### src/rtl/tdm_pkg.sv
// Shared types and constants for the 4-channel TDM receive path.
// Slot indices, FSM states and a small sizing helper.
package tdm_pkg;

    typedef enum logic [1:0] {
        HUNT   = 2'd0,
        CHECK  = 2'd1,
        LOCKED = 2'd2
    } state_t;

    typedef logic [1:0] slot_t;

    localparam slot_t SLOT_A = 2'd0;
    localparam slot_t SLOT_B = 2'd1;
    localparam slot_t SLOT_C = 2'd2;
    localparam slot_t SLOT_D = 2'd3;
    localparam int    NUM_CH = 4;

    function automatic int max2(input int a, input int b);
        return (a > b) ? a : b;
    endfunction

endpackage

### src/rtl/tdm_ch_deser.sv
// Per-channel deserializer: MSB-first shift register, bit counter,
// word register and a one-clock valid strobe on word completion.
module tdm_ch_deser #(
    parameter int WORD_BITS = 8
) (
    input  logic                 i_clk,
    input  logic                 i_rst_n,
    input  logic                 i_shift_en,
    input  logic                 i_clr,
    input  logic                 i_din,
    output logic [WORD_BITS-1:0] o_word,
    output logic                 o_valid
);

    localparam int CW = $clog2(WORD_BITS + 1);
    localparam logic [CW-1:0] LAST = CW'(WORD_BITS - 1);

    logic [WORD_BITS-1:0] r_sh;
    logic [WORD_BITS-1:0] r_word;
    logic [CW-1:0]        r_cnt;
    logic                 r_valid;

    logic [WORD_BITS-1:0] w_sh_base;
    logic [WORD_BITS-1:0] w_sh_nxt;
    logic [CW-1:0]        w_cnt_base;

    // A clear coincident with a shift starts a fresh word with this bit
    assign w_sh_base  = i_clr ? '0 : r_sh;
    assign w_cnt_base = i_clr ? '0 : r_cnt;
    assign w_sh_nxt   = {w_sh_base[WORD_BITS-2:0], i_din};

    always_ff @(posedge i_clk) begin
        if (!i_rst_n) begin
            r_sh    <= '0;
            r_word  <= '0;
            r_cnt   <= '0;
            r_valid <= 1'b0;
        end else begin
            r_valid <= 1'b0;
            if (i_shift_en) begin
                r_sh <= w_sh_nxt;
                if (w_cnt_base == LAST) begin
                    r_word  <= w_sh_nxt;
                    r_valid <= 1'b1;
                    r_cnt   <= '0;
                end else begin
                    r_cnt <= w_cnt_base + CW'(1);
                end
            end else if (i_clr) begin
                r_sh  <= '0;
                r_cnt <= '0;
            end
        end
    end

    assign o_word  = r_word;
    assign o_valid = r_valid;

endmodule

### src/rtl/tdm_demux_4ch.sv
// 4-channel TDM receiver: sync acquisition, flywheel lock tracking
// and per-channel word deserialization.
module tdm_demux_4ch
    import tdm_pkg::*;
#(
    parameter int WORD_BITS   = 8,
    parameter int LOCK_FRAMES = 2,
    parameter int LOSS_FRAMES = 2
) (
    input  logic                 i_clk,
    input  logic                 i_rst_n,
    input  logic                 i_en,
    input  logic                 i_din,
    input  logic                 i_sync,
    output logic [1:0]           o_slot,
    output logic                 o_locked,
    output logic [WORD_BITS-1:0] o_ch_a,
    output logic [WORD_BITS-1:0] o_ch_b,
    output logic [WORD_BITS-1:0] o_ch_c,
    output logic [WORD_BITS-1:0] o_ch_d,
    output logic [3:0]           o_ch_valid,
    output logic                 o_sync_err
);

    localparam int CW = $clog2(max2(LOCK_FRAMES, LOSS_FRAMES) + 1);
    localparam logic [CW-1:0] LOCK_V = CW'(LOCK_FRAMES);
    localparam logic [CW-1:0] LOSS_V = CW'(LOSS_FRAMES);

    state_t        r_state;
    state_t        w_state_nxt;
    slot_t         r_slot;
    slot_t         w_slot_nxt;
    logic [CW-1:0] r_good;
    logic [CW-1:0] w_good_nxt;
    logic [CW-1:0] w_good_inc;
    logic [CW-1:0] r_miss;
    logic [CW-1:0] w_miss_nxt;
    logic [CW-1:0] w_miss_inc;
    logic          r_locked;
    logic          r_sync_err;
    logic          w_bad;
    logic          w_err;
    logic          w_capture;
    logic          w_clr;
    logic [NUM_CH-1:0] w_shift;

    logic [WORD_BITS-1:0] w_word [NUM_CH];
    logic [NUM_CH-1:0]    w_valid;

    always_ff @(posedge i_clk) begin
        if (!i_rst_n) begin
            r_state    <= HUNT;
            r_slot     <= SLOT_A;
            r_good     <= '0;
            r_miss     <= '0;
            r_locked   <= 1'b0;
            r_sync_err <= 1'b0;
        end else begin
            r_state    <= w_state_nxt;
            r_slot     <= w_slot_nxt;
            r_good     <= w_good_nxt;
            r_miss     <= w_miss_nxt;
            r_locked   <= (w_state_nxt == LOCKED);
            r_sync_err <= w_err;
        end
    end

    always_comb begin
        w_state_nxt = r_state;
        w_slot_nxt  = r_slot;
        w_good_nxt  = r_good;
        w_miss_nxt  = r_miss;
        w_capture   = 1'b0;
        w_clr       = 1'b0;
        w_err       = 1'b0;
        w_good_inc  = r_good + CW'(1);
        w_miss_inc  = r_miss + CW'(1);
        w_bad       = (r_slot == SLOT_A) ^ i_sync;
        if (i_en) begin
            unique case (r_state)
                HUNT: begin
                    if (i_sync) begin
                        w_slot_nxt = SLOT_B;
                        w_good_nxt = CW'(1);
                        if (LOCK_FRAMES == 1) begin
                            w_state_nxt = LOCKED;
                            w_clr       = 1'b1;
                            w_capture   = 1'b1;
                            w_miss_nxt  = '0;
                        end else begin
                            w_state_nxt = CHECK;
                        end
                    end
                end
                CHECK: begin
                    w_slot_nxt = r_slot + 2'd1;
                    if (r_slot == SLOT_A) begin
                        if (i_sync) begin
                            w_good_nxt = w_good_inc;
                            if (w_good_inc == LOCK_V) begin
                                w_state_nxt = LOCKED;
                                w_clr       = 1'b1;
                                w_capture   = 1'b1;
                                w_miss_nxt  = '0;
                            end
                        end else begin
                            w_state_nxt = HUNT;
                            w_slot_nxt  = SLOT_A;
                            w_good_nxt  = '0;
                        end
                    end else if (i_sync) begin
                        // Early sync: treat this bit as the new slot 0
                        w_slot_nxt = SLOT_B;
                        w_good_nxt = CW'(1);
                    end
                end
                LOCKED: begin
                    w_slot_nxt = r_slot + 2'd1;
                    w_capture  = 1'b1;
                    if (w_bad) begin
                        w_err      = 1'b1;
                        w_miss_nxt = w_miss_inc;
                        if (w_miss_inc == LOSS_V) begin
                            w_state_nxt = HUNT;
                            w_slot_nxt  = SLOT_A;
                            w_capture   = 1'b0;
                            w_clr       = 1'b1;
                            w_miss_nxt  = '0;
                            w_good_nxt  = '0;
                        end
                    end else if (r_slot == SLOT_A) begin
                        w_miss_nxt = '0;
                    end
                end
                default: w_state_nxt = HUNT;
            endcase
        end
    end

    always_comb begin
        w_shift = '0;
        if (w_capture) begin
            unique case (1'b1)
                (r_slot == SLOT_A): w_shift[0] = 1'b1;
                (r_slot == SLOT_B): w_shift[1] = 1'b1;
                (r_slot == SLOT_C): w_shift[2] = 1'b1;
                (r_slot == SLOT_D): w_shift[3] = 1'b1;
                default:            w_shift    = '0;
            endcase
        end
    end

    for (genvar g = 0; g < NUM_CH; g++) begin : g_ch
        tdm_ch_deser #(
            .WORD_BITS(WORD_BITS)
        ) u_deser (
            .i_clk     (i_clk),
            .i_rst_n   (i_rst_n),
            .i_shift_en(w_shift[g]),
            .i_clr     (w_clr),
            .i_din     (i_din),
            .o_word    (w_word[g]),
            .o_valid   (w_valid[g])
        );
    end

    assign o_slot     = r_slot;
    assign o_locked   = r_locked;
    assign o_sync_err = r_sync_err;
    assign o_ch_valid = w_valid;
    assign o_ch_a     = w_word[SLOT_A];
    assign o_ch_b     = w_word[SLOT_B];
    assign o_ch_c     = w_word[SLOT_C];
    assign o_ch_d     = w_word[SLOT_D];

endmodule

### config.mk
export PLATFORM = sky130hd
export DESIGN_NAME = tdm_demux_4ch
export DESIGN_NICKNAME = d
export VERILOG_FILES = /design/src/rtl/tdm_pkg.sv /design/src/rtl/tdm_ch_deser.sv /design/src/rtl/tdm_demux_4ch.sv
export SDC_FILE = /design/constraint.sdc
export NUM_CORES = 1
export LEC_CHECK = 0
export BUFFER_PORTS_ARGS = -buffer_cell sky130_fd_sc_hd__buf_2
export CAP_MARGIN = 25
export CORE_MARGIN = 2
export CORE_UTILIZATION = 55
export CTS_BUF_LIST = sky130_fd_sc_hd__clkbuf_4 sky130_fd_sc_hd__clkbuf_8
export CTS_CLUSTER_DIAMETER = 150
export DETAILED_ROUTE_END_ITERATION = 10
export GPL_ROUTABILITY_DRIVEN = 0
export GPL_TIMING_DRIVEN = 0
export MAX_ROUTING_LAYER = met4
export PLACE_DENSITY = 0.76
export SLEW_MARGIN = 5
export SYNTH_ARGS = -nofsm -noshare
export SYNTH_HDL_FRONTEND = slang
export SYNTH_SLANG_ARGS = --single-unit
### constraint.sdc
create_clock -name i_clk -period 3.7 [get_ports i_clk]
set_clock_uncertainty 0.2 [all_clocks]
set_input_delay 0.37 -clock i_clk [delete_from_list [all_inputs] [get_ports i_clk]]
set_output_delay 0.37 -clock i_clk [all_outputs]
set_load 0.02 [all_outputs]
## Yosys cells after proc, flatten, opt, wreduce, memory -nomap -nowiden

Cells that the tools add are included.

- Bits in registers: 90
- Bits in latches: 0
- RAM bits: 0
- ROM bits: 0
- Word-level logic and storage cells: 134
- Memories: 0

- $add $sub $neg: 7
- Multipliers: 0
- Div/mod/pow operators: 0
- Order comparisons: 0
- Equality and inequality tests: 19
- Shift operators: 0
- Muxes and demuxes: 69
- Bitwise operators: 1
- Reduce and logical (&&, ||, !) cells: 16

Operators with widths:

| operator | number |
|---|---|
| $mux 7 | 8 |
| $mux 4 | 13 |
| $mux 2 | 24 |
| $mux 1 | 18 |
| $pmux 2 s3 | 3 |
| $add 4x1->4 const B | 4 |
| $eq 4x3->1 const B | 4 |
| $reduce_and 2->1 | 8 |
| $eq 2x2->1 const B | 6 |
| $ne 2x2->1 const B | 6 |
| $add 2x1->2 const B | 3 |
| $reduce_and 3->1 | 2 |
| $reduce_and 6->1 | 1 |
| $eq 2x1->1 const B | 2 |
| $logic_not 2->1 | 2 |
| $pmux 1 s2 | 2 |
| $pmux 2 s2 | 1 |
| $reduce_and 4->1 | 1 |
| $ne 3x3->1 const B | 1 |
| $reduce_bool 3->1 | 1 |
| $reduce_bool 2->1 | 1 |
| $xor 1x1->1 | 1 |

## Longest topological paths before layout

Gate-level depths: netlist (run 1).

- Word-level depth: 11
- Depth in mapped cells: 14
- Mapped depth without buffers: 12

## By module

A second synthesis (run 1) with hierarchy kept.

- Cells, all modules: 348
- Area, all modules: 3648.5 µm²

Modules (own cells, without submodules):

| module | instances | cells each | area an instance (µm²) | sequential area each (µm²) |
|---|---|---|---|---|
| tdm_ch_deser | 4 | 65 | 723.2 | 400.4 |
| tdm_demux_4ch | 1 | 88 | 755.7 | 200.2 |

## Worst setup path after synthesis (run 1)

Ideal clock, no wire load.

- Kind: register to register
- Start: register r_slot[0], in the netlist o_slot[0]
- End: register g_ch[3].u_deser.r_word[0]
- Library setup time: 0.132 ns
- Arrival time: 3.069 ns
- Required time: 3.368 ns
- Slack: 0.299 ns
- Cell stages (with the launch flop): 15
- Clock period less this slack: 3.401 ns
- Cells stage by stage: dfxtp_1 > inv_1 > ha_1 > inv_1 > ha_1 > and4b_1 > o21ai_4 > clkbuf_1 > and2_1 > ha_1 > nand4b_1 > or4_1 > buf_2 > nand2_1 > a21oi_1

- Longest elaborated chain between the ends: 8

RTL lines:

| element | RTL line | RTL |
|---|---|---|
| start, declared | tdm_demux_4ch.sv:31 | `slot_t r_slot;` |
| start signal, assigned | tdm_demux_4ch.sv:60 | `r_slot <= w_slot_nxt;` |
| $logic_not 2->1 (*) | tdm_demux_4ch.sv:78 | `w_bad = (r_slot == SLOT_A) ^ i_sync;` |
| $xor 1x1->1 (*) | tdm_demux_4ch.sv:78 |  |
| via w_bad | tdm_demux_4ch.sv:41 | `logic w_bad;` |
| $mux 1 | tdm_demux_4ch.sv:120 | `if (w_bad) begin` |
| $pmux 1 s2 | tdm_demux_4ch.sv:80 | `unique case (r_state)` |
| $mux 1 | tdm_demux_4ch.sv:79 | `if (i_en) begin` |
| $mux 4 | -- |  |
| $eq 4x3->1 | tdm_ch_deser.sv:42 | `if (w_cnt_base == LAST) begin` |
| $reduce_and 2->1 (no line) (*) | -- |  |
| end signal, assigned | tdm_ch_deser.sv:43 | `r_word <= w_sh_nxt;` |
| end, declared | tdm_ch_deser.sv:19 | `logic [WORD_BITS-1:0] r_word;` |

The timed path passes the listed nets; every way through them passes the cells marked *.
A chain may end at the register's enable or synchronous reset.

## Worst setup path after layout (run 1)

- Start: register r_slot[0], in the netlist o_slot[0]
- End: register g_ch[3].u_deser.r_word[4]

- Longest elaborated chain between the ends: 8

RTL lines:

| element | RTL line |
|---|---|
| $logic_not 2->1 (*) | tdm_demux_4ch.sv:78 |
| $xor 1x1->1 (*) | tdm_demux_4ch.sv:78 |
| via w_bad | tdm_demux_4ch.sv:41 |
| $mux 1 | tdm_demux_4ch.sv:120 |
| $pmux 1 s2 | tdm_demux_4ch.sv:80 |
| $mux 1 | tdm_demux_4ch.sv:79 |
| $mux 4 | -- |
| $eq 4x3->1 | tdm_ch_deser.sv:42 |
| $reduce_and 2->1 (no line) | -- |

Marks and branches as above.

==> results of run 1 <==
==> per-layer routing <==
| metal | up-vias | wire, um | GRT usage |
|---|---|---|---|
| met5 | - | 0 | - |
| met4 | 0 | 204 | 0.100 |
| met3 | 15 | 529 | 0.0335 |
| met2 | 85 | 4450 | 0.386 |
| met1 | 1630 | 4110 | 0.309 |
| li1 | 1713 | - | - |
==> cells by family after synthesis <==
family                   share of synthesized area
flip-flops                                   0.446
multiplexers                                0.0226
AND/OR/NAND/NOR                              0.211
buffers and inverters                       0.0613
adder cells (fa/ha/maj)                     0.0433
AO/OA/AOI/OAI                                0.216
==> final cells by class <==
| class | count | area share |
|---|---|---|
| Sequential cell | 90 | 0.390 |
| Clock inverter | 6 | 0.0116 |
| Inverter | 14 | 0.0114 |
| Timing Repair Buffer | 47 | 0.0558 |
| Tap cell | 99 | 0.0268 |
| Buffer | 32 | 0.0414 |
| Clock buffer | 10 | 0.0298 |
| Multi-Input combinational cell | 309 | 0.433 |
==> what timing repair did <==
| item | 4_1_cts | 5_1_grt |
|---|---|---|
| pin swaps | 0 | 1 |
| hold buffers | 0 | 0 |
| buffers inserted | 0 | 4 |
| gates cloned | 0 | 1 |
| resized for setup | 0 | 2 |
| endpoints found under the setup margin | 17 | 25 |
==> placed cells by master (no fill, tap or decap), types with 3 or more instances in the layout <==
cell,count
and4_1,6
nand2_1,59
a211o_1,4
inv_6,4
inv_1,14
o211ai_1,5
and2_1,12
dfxtp_1,89
nand4_1,10
nand4b_1,3
a22oi_4,3
o21ai_0,16
buf_2,57
clkbuf_1,7
a21oi_1,58
a22o_1,20
nand3_1,28
and3_1,3
mux2i_1,8
ha_1,13
nor2b_1,3
nor2_1,17
clkbuf_8,10
a21o_1,6
nor4_4,3
buf_4,9
==> worst register-to-register path: cells and delay by family, from the launching register on <==
kind / cells / cell delay, ns
AOI/OAI and AO/OA: 2 / 0.34
adders and majority gates: 3 / 0.83
buffers and inverters: 3 / 0.41
DFF: 1 / 0.35
and+or+nand+nor: 5 / 1.19
==> power groups by stage <==
stage | clock, mW | sequential (mW) | combinational (mW)
6_report | 0.653 | 0.974 | 0.0812
5_1_grt | 0.706 | 0.975 | 0.0890
4_1_cts | 0.663 | 0.974 | 0.0796
3_5_place_dp | 0 | 0.996 | 0.0789
3_3_place_gp | 0 | 0.996 | 0.0777
2_1_floorplan | 0 | 0.997 | 0.0533
==> registers in the layout (all words and copies together) (netlist names) <==
| signal | cells |
|---|---|
| o_sync_err | 1 |
| o_slot | 2 |
| r_miss | 2 |
| r_good | 2 |
| g_ch.u_deser.r_cnt | 16 |
| g_ch.u_deser.r_sh | 28 |
| g_ch.u_deser.o_valid | 4 |
| o_locked | 1 |
| r_state | 2 |
| g_ch.u_deser.o_word | 32 |
==> worst max path at each step <==
| stage | to | cells past startpoint | from | slack [ns] |
|---|---|---|---|---|
| 2_1_floorplan | g_ch[3].u_deser.o_word[0]$_SDFFE_PN0P_ | 14 | o_slot[0]$_SDFFE_PN0P_ | 0.30 |
| 3_3_place_gp | g_ch[3].u_deser.o_word[0]$_SDFFE_PN0P_ | 14 | o_slot[0]$_SDFFE_PN0P_ | -0.07 |
| 3_5_place_dp | g_ch[3].u_deser.o_word[4]$_SDFFE_PN0P_ | 14 | o_slot[0]$_SDFFE_PN0P_ | -0.13 |
| 4_1_cts | g_ch[3].u_deser.o_word[4]$_SDFFE_PN0P_ | 13 | o_slot[0]$_SDFFE_PN0P_ | 0.06 |
| 5_1_grt | g_ch[3].u_deser.o_word[7]$_SDFFE_PN0P_ | 13 | o_slot[1]$_SDFFE_PN0P_ | 0.05 |
| 6_report | g_ch[3].u_deser.o_word[4]$_SDFFE_PN0P_ | 13 | o_slot[0]$_SDFFE_PN0P_ | 0.25 |
==> through the flow <==
step / TNS [ns] / cells
final: 0 / 607
after global routing: 0 / 607
after CTS: 0 / 602
after detailed placement: -1.20 / 587
after global placement: -0.754 / 587
after floorplan: 0 / 445
==> results by group, run 1 <==
Global routing
  • Global-route wire length before repair: 15.5 mm
  • Vias in the first global route: 3208
  • GRT overflow: 0
  • Initial antenna violation count: 0
  • GRT Total Usage: 0.241
  • Pin count of the biggest net entering global routing: 20

Cells and area
  • Register area: 0.00180 mm^2
  • Area used by multi-input combinational logic: 0.00200 mm^2
  • # nets final: 522
  • Area growth, synth to finish: 14.4%
  • Share of cells above drive strength 1: 0.195
  • Final-layout fill cell count: 619
  • Util after Layout: 0.644
  • Cell area after layout: 0.00462 mm^2
  • ANT cells: 0

Worst setup path
  • CP max stage cell: or4_1
  • Setup crit start kind: flip-flop
  • Cell family with most CP delay: simple AND/OR/NAND/NOR gates
  • Crit-path max cell delay: 0.44 ns
  • Reg2reg setup slack: 0.25 ns
  • List of cells traversed by the critical path: inv_1, ha_2, inv_1, ha_1, and4b_1, o21ai_4, and2_1, ha_1, nand4b_1, or4_1, buf_2, nand2_1, a21oi_1
  • Buf+Inv Stages, Crit Path: 3
  • Data required time of the worst path: 3.72 ns
  • FF-to-FF path depth: 13
  • Worst r2r src: o_slot[0]$_SDFFE_PN0P_
  • CP max FO: 9
  • Worst R2R End: g_ch[3].u_deser.o_word[4]$_SDFFE_PN0P_
  • Arrival @ worst endpoint: 3.47 ns
  • Critical path capture point type: flip-flop
  • Worst setup path class: flip-flop to flip-flop

Logic synthesis
  • Synth top cells by count: dfxtp_1, nand2_1, a21oi_1
  • Post-synth EDFFs: 0
  • Synthesized cell area: 0.00404 mm^2
  • Syn Inst Count: 445
  • Ys flop type: dfxtp_1
  • Synth cell types: 52
  • Share of the synthesized area in the top cell type: 0.446
  • Syn avg cell area: 9.08 um^2
  • Seq cells post-synth: 90
  • Yosys warns: 0
  • Largest area contributor in the netlist: dfxtp_1
  • Syn Nets: 464
  • Ys async rst share: 0
  • Seq/Total Area, Yosys: 0.446
  • Cells taking the most area after synthesis: dfxtp_1, a21oi_1, nand2_1
  • Most frequent cell after synthesis: dfxtp_1

Detailed routing
  • Via count: 3443
  • Initial DRC Count: 204
  • Pre-antenna DRT Iters: 4
  • Routed Antenna Nets: 0
  • Wirelength, routed: 9.30 mm
  • WL/cell: 15.3 um
  • Vias per std cell: 5.67
  • Drc violations: 0

Hold path
  • Hold depth: 2
  • Hold Path Origin: i_rst_n
  • WHS Endpoint: r_miss[1]$_SDFFE_PN0P_
  • Hold Crit Class: input port to flip-flop

Place
  • Placed standard-cell area: 0.00438 mm^2
  • Input/output buffers: 43
  • DP Worst Slack: -0.127 ns
  • HPWL reported at the end of detailed placement: 6.52 mm

Floorplanning
  • Die Height: 89.7 um
  • Die Area: 0.00805 mm^2
  • Die Wd: 89.7 um
  • Rows: 31
  • I/O pin total: 45
  • Initial Util: 0.563
  • Core Area: 0.00718 mm^2

Outcome
  • Status: finished clean

Clock network
  • Clock root cell: clkbuf_8
  • CTS tree: yes
  • Clock buffer depth: 2
  • Worst-path clk slew: 0.09 ns
  • Clk sinks: 90
  • Clock latency on the worst-skew pair: 0.36 ns
  • Num CTS Buffers: 9
  • H-tree levels: 3

Power
  • Pint: 1.27 mW
  • Pleak: 1.89 nW
  • Sequential Power Share: 0.570
  • Sw power: 0.435 mW
  • Max VDD drop: 0.222 mV
  • Switching share of power: 0.254
  • Combinational Power Share: 0.048
  • Clk pwr share: 0.382
  • Total power draw: 1.71 mW
  • Power per cell area: 369 mW/mm^2

STA
  • Worst slew pin tran: 0.658 ns
  • Worst slew margin: 0.561
  • RSZ-0062 raised after global routing: no
  • Fin worst setup slack: 0.255 ns
  • Setup-failing EPs final: 0
  • Worst hold margin: 0.134 ns
  • Slew Viols, Final: 0
  • Final hold vios: 0
  • FMAX: 290 MHz
  • Crit share post-route: 0.931
  • Min Tclk post-route: 3.45 ns

Job
  • MaxCap Viol Count: 0
No activity file was read; power rests on OpenSTA's default activity.
==> run 2: changes to the inputs <==
ABC_AREA = 1   (was default)
PLACE_DENSITY = 0.75   (was 0.76)
==> results by group, run 2 <==
Worst setup path
  • List of cells traversed by the critical path: inv_1, ha_1, inv_1, ha_1, nand4_1, nand2_2, nand2_2, buf_6, buf_4, nand2_1, inv_1, ha_1, inv_1, nor2_1, nand3_4, nor2_4, o21ai_0, nor2_1
  • Reg2reg setup slack: 0.51 ns
  • CP max stage cell: dfxtp_1
  • Cell family with most CP delay: simple AND/OR/NAND/NOR gates
  • Buf+Inv Stages, Crit Path: 6
  • FF-to-FF path depth: 18
  • Critical path depth: 18
  • Worst r2r src: o_slot[0]$_SDFFE_PN0P_
  • Arrival @ worst endpoint: 3.31 ns
  • Data required time of the worst path: 3.82 ns
  • Crit-path max cell delay: 0.42 ns
  • Worst R2R End: g_ch[2].u_deser.o_word[4]$_SDFFE_PN0P_
  • CP max FO: 10
  • Setup crit start kind: flip-flop
  • Cell mode on critical path: inv_1
  • Worst setup path class: flip-flop to flip-flop
  • Critical path capture point type: flip-flop

Floorplanning
  • Rows: 31
  • I/O pin total: 45
  • Die Height: 90.8 um
  • Die Area: 0.00825 mm^2
  • Initial Util: 0.569
  • Core Area: 0.00729 mm^2
  • Die Wd: 90.8 um

Clock network
  • Post-cts resize count: 0
  • Worst-path clk slew: 0.10 ns
  • Postcts setup bufs: 0
  • Clock root cell: clkbuf_8
  • Num CTS Buffers: 9
  • CTS tree: yes
  • H-tree levels: 3
  • Clock buffer depth: 2
  • Clock latency on the worst-skew pair: 0.38 ns
  • Clk sinks: 90
  • Cts hold-fix bufs: 0

Logic synthesis
  • Synthesized cell area: 0.00415 mm^2
  • Synth top cells by count: nand2_1, dfxtp_1, nor2_1
  • Ys flop type: dfxtp_1
  • Syn avg cell area: 7.47 um^2
  • Syn Inst Count: 555
  • Seq/Total Area, Yosys: 0.435
  • Cells taking the most area after synthesis: dfxtp_1, nand2_1, nor2_1
  • Seq cells post-synth: 90
  • Synth cell types: 32
  • Ys async rst share: 0
  • Syn Nets: 574
  • Share of the synthesized area in the top cell type: 0.435
  • Most frequent cell after synthesis: nand2_1
  • Largest area contributor in the netlist: dfxtp_1
  • Post-synth EDFFs: 0
  • Yosys warns: 0

Global routing
  • GRT overflow: 0
  • Initial antenna violation count: 0
  • Vias in the first global route: 3318
  • Global-route wire length before repair: 15.3 mm
  • GRT Total Usage: 0.235
  • Pin count of the biggest net entering global routing: 18

Cells and area
  • ANT cells: 0
  • Most common cell after layout, fill and taps aside: nand2_1
  • Share of cells above drive strength 1: 0.174
  • Util after Layout: 0.644
  • Most frequent cells in the layout: nand2_1, dfxtp_1, nor2_1, inv_1, nand3_1
  • # nets final: 628
  • Area growth, synth to finish: 13.2%
  • Final-layout fill cell count: 668
  • Max reg flops: 32

STA
  • Setup-failing EPs final: 0
  • Worst slew pin tran: 0.596 ns
  • FMAX: 313 MHz
  • Fin worst setup slack: 0.509 ns
  • Crit share post-route: 0.862
  • Slew Viols, Final: 0
  • Worst slew margin: 0.603
  • RSZ-0062 raised after global routing: no
  • Min Tclk post-route: 3.19 ns
  • Final hold vios: 0
  • Post-route setup TNS: 0 ns

Place
  • Input/output buffers: 43
  • DP Worst Slack: 0.510 ns
  • HPWL reported at the end of detailed placement: 6.29 mm

Detailed routing
  • Routed Antenna Nets: 0
  • WL/cell: 12.5 um
  • Pre-antenna DRT Iters: 4
  • Vias per std cell: 5.10
  • Via count: 3634
  • Wirelength, routed: 8.94 mm
  • Initial DRC Count: 174
  • Drc violations: 0

Hold path
  • Hold Path Origin: i_din
  • WHS Endpoint: g_ch[2].u_deser.o_word[0]$_SDFFE_PN0P_
  • Hold Crit Class: input port to flip-flop
  • Hold depth: 3

Job
  • MaxCap Viol Count: 0

Power
  • Max VDD drop: 0.240 mV
  • Pleak: 2.19 nW
  • Power per cell area: 376 mW/mm^2

Outcome
  • Status: finished clean
run 2: changes by cell type after synthesis, sizes merged, moves of 19 or more:
cell   previous run  this run
a22o             20         0
inv              14        65
nand2            59       123
nand3            29        55
nor2             17        75
o21ai            17        36
run 2: report_power, final:
part / switching, mW / internal, mW / leakage [nW]
Sequential: 0.00324 / 0.971 / 0.725
Clock: 0.389 / 0.326 / 0.0974
Combinational: 0.0573 / 0.0205 / 1.37
Total: 0.450 / 1.32 / 2.19
run 2: worst max-delay path by stage:
stage                                 startpoint                                endpoint
final                     o_slot[0]$_SDFFE_PN0P_  g_ch[2].u_deser.o_word[4]$_SDFFE_PN0P_
after detailed placement  o_slot[0]$_SDFFE_PN0P_  g_ch[2].u_deser.o_word[6]$_SDFFE_PN0P_
after global routing      o_slot[0]$_SDFFE_PN0P_  g_ch[1].u_deser.o_word[4]$_SDFFE_PN0P_
after floorplan           o_slot[0]$_SDFFE_PN0P_  g_ch[2].u_deser.o_word[7]$_SDFFE_PN0P_
after CTS                 o_slot[0]$_SDFFE_PN0P_  g_ch[2].u_deser.o_word[6]$_SDFFE_PN0P_
after global placement    o_slot[0]$_SDFFE_PN0P_  g_ch[2].u_deser.o_word[2]$_SDFFE_PN0P_
run 2: worst register-to-register path: stages, from the launching register on:
cell and delay, ns:
dfxtp_1 0.42, inv_1 0.11, ha_1 0.28, inv_1 0.14, ha_1 0.27, nand4_1 0.12
nand2_2 0.06, nand2_2 0.09, buf_6 0.18, buf_4 0.22, nand2_1 0.09, inv_1 0.06
ha_1 0.13, inv_1 0.06, nor2_1 0.17, nand3_4 0.12, nor2_4 0.20, o21ai_0 0.12
nor2_1 0.11
run 2: area by class of cell:
class	count	area [um^2]	share of cell area
Multi-Input combinational cell	374	1940	0.414
Clock inverter	7	86.3	0.0184
Sequential cell	90	1800	0.384
Timing Repair Buffer	43	215	0.0458
Clock buffer	9	124	0.0264
Inverter	65	244	0.0520
Tap cell	99	124	0.0264
Buffer	26	158	0.0336
run 2: logic make-up (layout without fill, tap and decap cells):
group | count (synthesis) | count (layout) | synth area share
buffers and inverters | 91 | 150 | 0.0969
AND/OR/NAND/NOR | 273 | 273 | 0.318
AO/OA/AOI/OAI | 87 | 87 | 0.109
flip-flops | 90 | 90 | 0.435
adder cells (fa/ha/maj) | 14 | 14 | 0.0422
run 2: metrics by stage:
stage	cells	area (um^2)	hold slack, ns	power [mW]
5_1_grt	713	4700	0.141	1.82
3_3_place_gp	697	4490	0.248	1.07
2_1_floorplan	555	4150	0.233	1.05
4_1_cts	713	4700	0.101	1.78
3_5_place_dp	697	4490	0.255	1.07
6_report	713	4700	0.114	1.77
run 2: per-layer routing:
layer  GRT usage  part of all wire  vias to the layer above
met5           -                 0                        -
met4      0.0859             0.020                        0
met3      0.0367             0.041                       18
met2       0.392              0.47                       82
met1       0.290              0.47                     1639
li1            -                 -                     1895
==> run 3: changes to the inputs <==
CORE_UTILIZATION = 35   (was 55)
PLACE_DENSITY = default   (was 0.75)
RECOVER_POWER = 50   (was default)
==> results by group, run 3 (same netlist as run 2, synthesis figures left out) <==
Outcome
  • Status: finished clean

STA
  • Worst slew pin tran: 0.592 ns
  • FMAX: 311 MHz
  • Post-route setup TNS: 0 ns
  • Min Tclk post-route: 3.21 ns
  • Crit share post-route: 0.868
  • Final hold vios: 0
  • Setup-failing EPs final: 0
  • Slew Viols, Final: 0
  • RSZ-0062 raised after global routing: no
  • Fin worst setup slack: 0.489 ns
  • Worst slew margin: 0.605

Detailed routing
  • Wirelength, routed: 9.66 mm
  • Routed Antenna Nets: 0
  • Via count: 3635
  • Drc violations: 0
  • Pre-antenna DRT Iters: 4
  • Initial DRC Count: 187
  • WL/cell: 12.8 um
  • Vias per std cell: 4.80

Clock network
  • Num CTS Buffers: 9
  • H-tree levels: 3
  • Clock buffer depth: 2
  • Clock latency on the worst-skew pair: 0.38 ns
  • CTS tree: yes
  • Worst-path clk slew: 0.09 ns
  • Cts hold-fix bufs: 0
  • Postcts setup bufs: 0
  • Clock root cell: clkbuf_8
  • Post-cts resize count: 0
  • Clk sinks: 90

Worst setup path
  • Buf+Inv Stages, Crit Path: 6
  • Cell mode on critical path: inv_1
  • List of cells traversed by the critical path: inv_1, ha_1, inv_1, ha_1, nand4_1, nand2_2, nand2_2, buf_6, buf_4, nand2_1, inv_1, ha_1, inv_1, nor2_1, nand3_4, nor2_4, nand2_1, a21oi_1
  • CP max stage cell: dfxtp_1
  • Critical path capture point type: flip-flop
  • Arrival @ worst endpoint: 3.31 ns
  • Setup crit start kind: flip-flop
  • Data required time of the worst path: 3.80 ns
  • CP max FO: 10
  • Reg2reg setup slack: 0.49 ns
  • Cell family with most CP delay: simple AND/OR/NAND/NOR gates
  • Crit-path max cell delay: 0.45 ns
  • Worst setup path class: flip-flop to flip-flop

Floorplanning
  • Initial Util: 0.362
  • Rows: 39
  • Die Height: 113 um
  • I/O pin total: 45
  • Core Area: 0.0115 mm^2
  • Die Area: 0.0127 mm^2
  • Die Wd: 113 um

Power
  • Power per cell area: 378 mW/mm^2
  • Pleak: 2.01 nW
  • Total power draw: 1.76 mW
  • Max VDD drop: 0.212 mV

Cells and area
  • ANT cells: 0
  • Max reg flops: 32
  • Most frequent cells in the layout: nand2_1, dfxtp_1, nor2_1, inv_1, clkbuf_1
  • Most common cell after layout, fill and taps aside: nand2_1
  • Share of cells above drive strength 1: 0.0977
  • # nets final: 628
  • Area growth, synth to finish: 12.5%

Job
  • MaxCap Viol Count: 0

Global routing
  • Global-route wire length before repair: 16.3 mm
  • GRT Total Usage: 0.164
  • Pin count of the biggest net entering global routing: 16
  • GRT overflow: 0
  • Initial antenna violation count: 0
  • Vias in the first global route: 3407

Place
  • DP Worst Slack: 0.480 ns
  • Input/output buffers: 43
  • HPWL reported at the end of detailed placement: 6.80 mm

Hold path
  • Hold Crit Class: input port to flip-flop
[run 3: changes by cell type in the layout (fill, tap and decap cells not counted), sizes merged]
| cell | change |
|---|---|
| clkinv | +3 |
| clkbuf | +45 |
| inv | -2 |
| buf | -43 |
| clkinvlp | -3 |
[run 3: final timing paths]
path / cells after the start / startpoint / endpoint
max: 18 / o_slot[1]$_SDFFE_PN0P_ / g_ch[2].u_deser.o_word[6]$_SDFFE_PN0P_
min: 3 / i_din / g_ch[0].u_deser.o_word[0]$_SDFFE_PN0P_
max reg2reg: 18 / o_slot[1]$_SDFFE_PN0P_ / g_ch[2].u_deser.o_word[6]$_SDFFE_PN0P_
min reg2reg: 2 / r_miss[1]$_SDFFE_PN0P_ / r_miss[1]$_SDFFE_PN0P_
[run 3: final cells by class]
cell class	count	area, um^2
fill	1238	6800
multi-input combinational	374	1930
sequential	90	1800
inverter	65	244
tap	143	179
timing repair buffer	43	165
clock buffer	11	145
buffer	26	141
clock inverter	5	61.3
[run 3: report_power, final]
part,total [mW],internal [mW],switching [mW]
logic,0.0783,0.0201,0.0582
registers,0.974,0.971,0.00324
clock network,0.712,0.342,0.369
[run 3: per-layer routing]
| layer | vias up | share of wire | track usage |
|---|---|---|---|
| met5 | - | 0 | - |
| met4 | 0 | 0.014 | 0.0528 |
| met3 | 12 | 0.044 | 0.0412 |
| met2 | 62 | 0.46 | 0.261 |
| met1 | 1661 | 0.48 | 0.206 |
| li1 | 1900 | - | - |
[run 3: worst min-delay path, delay by kind of cell]
kind                   cells  cell delay (ns)
buffers and inverters      1             0.16
and+or+nand+nor            2             0.14
[run 3: per-stage QoR]
stage | hold slack, ns | utilization | cell area [um^2] | std cells
after global placement | 0.250 | 0.396 | 4540 | 741
after detailed placement | 0.256 | 0.396 | 4540 | 741
final | 0.133 | 0.407 | 4660 | 757
after CTS | 0.114 | 0.414 | 4750 | 757
after floorplan | 0.233 | - | 4150 | 555
after global routing | 0.122 | 0.407 | 4660 | 757
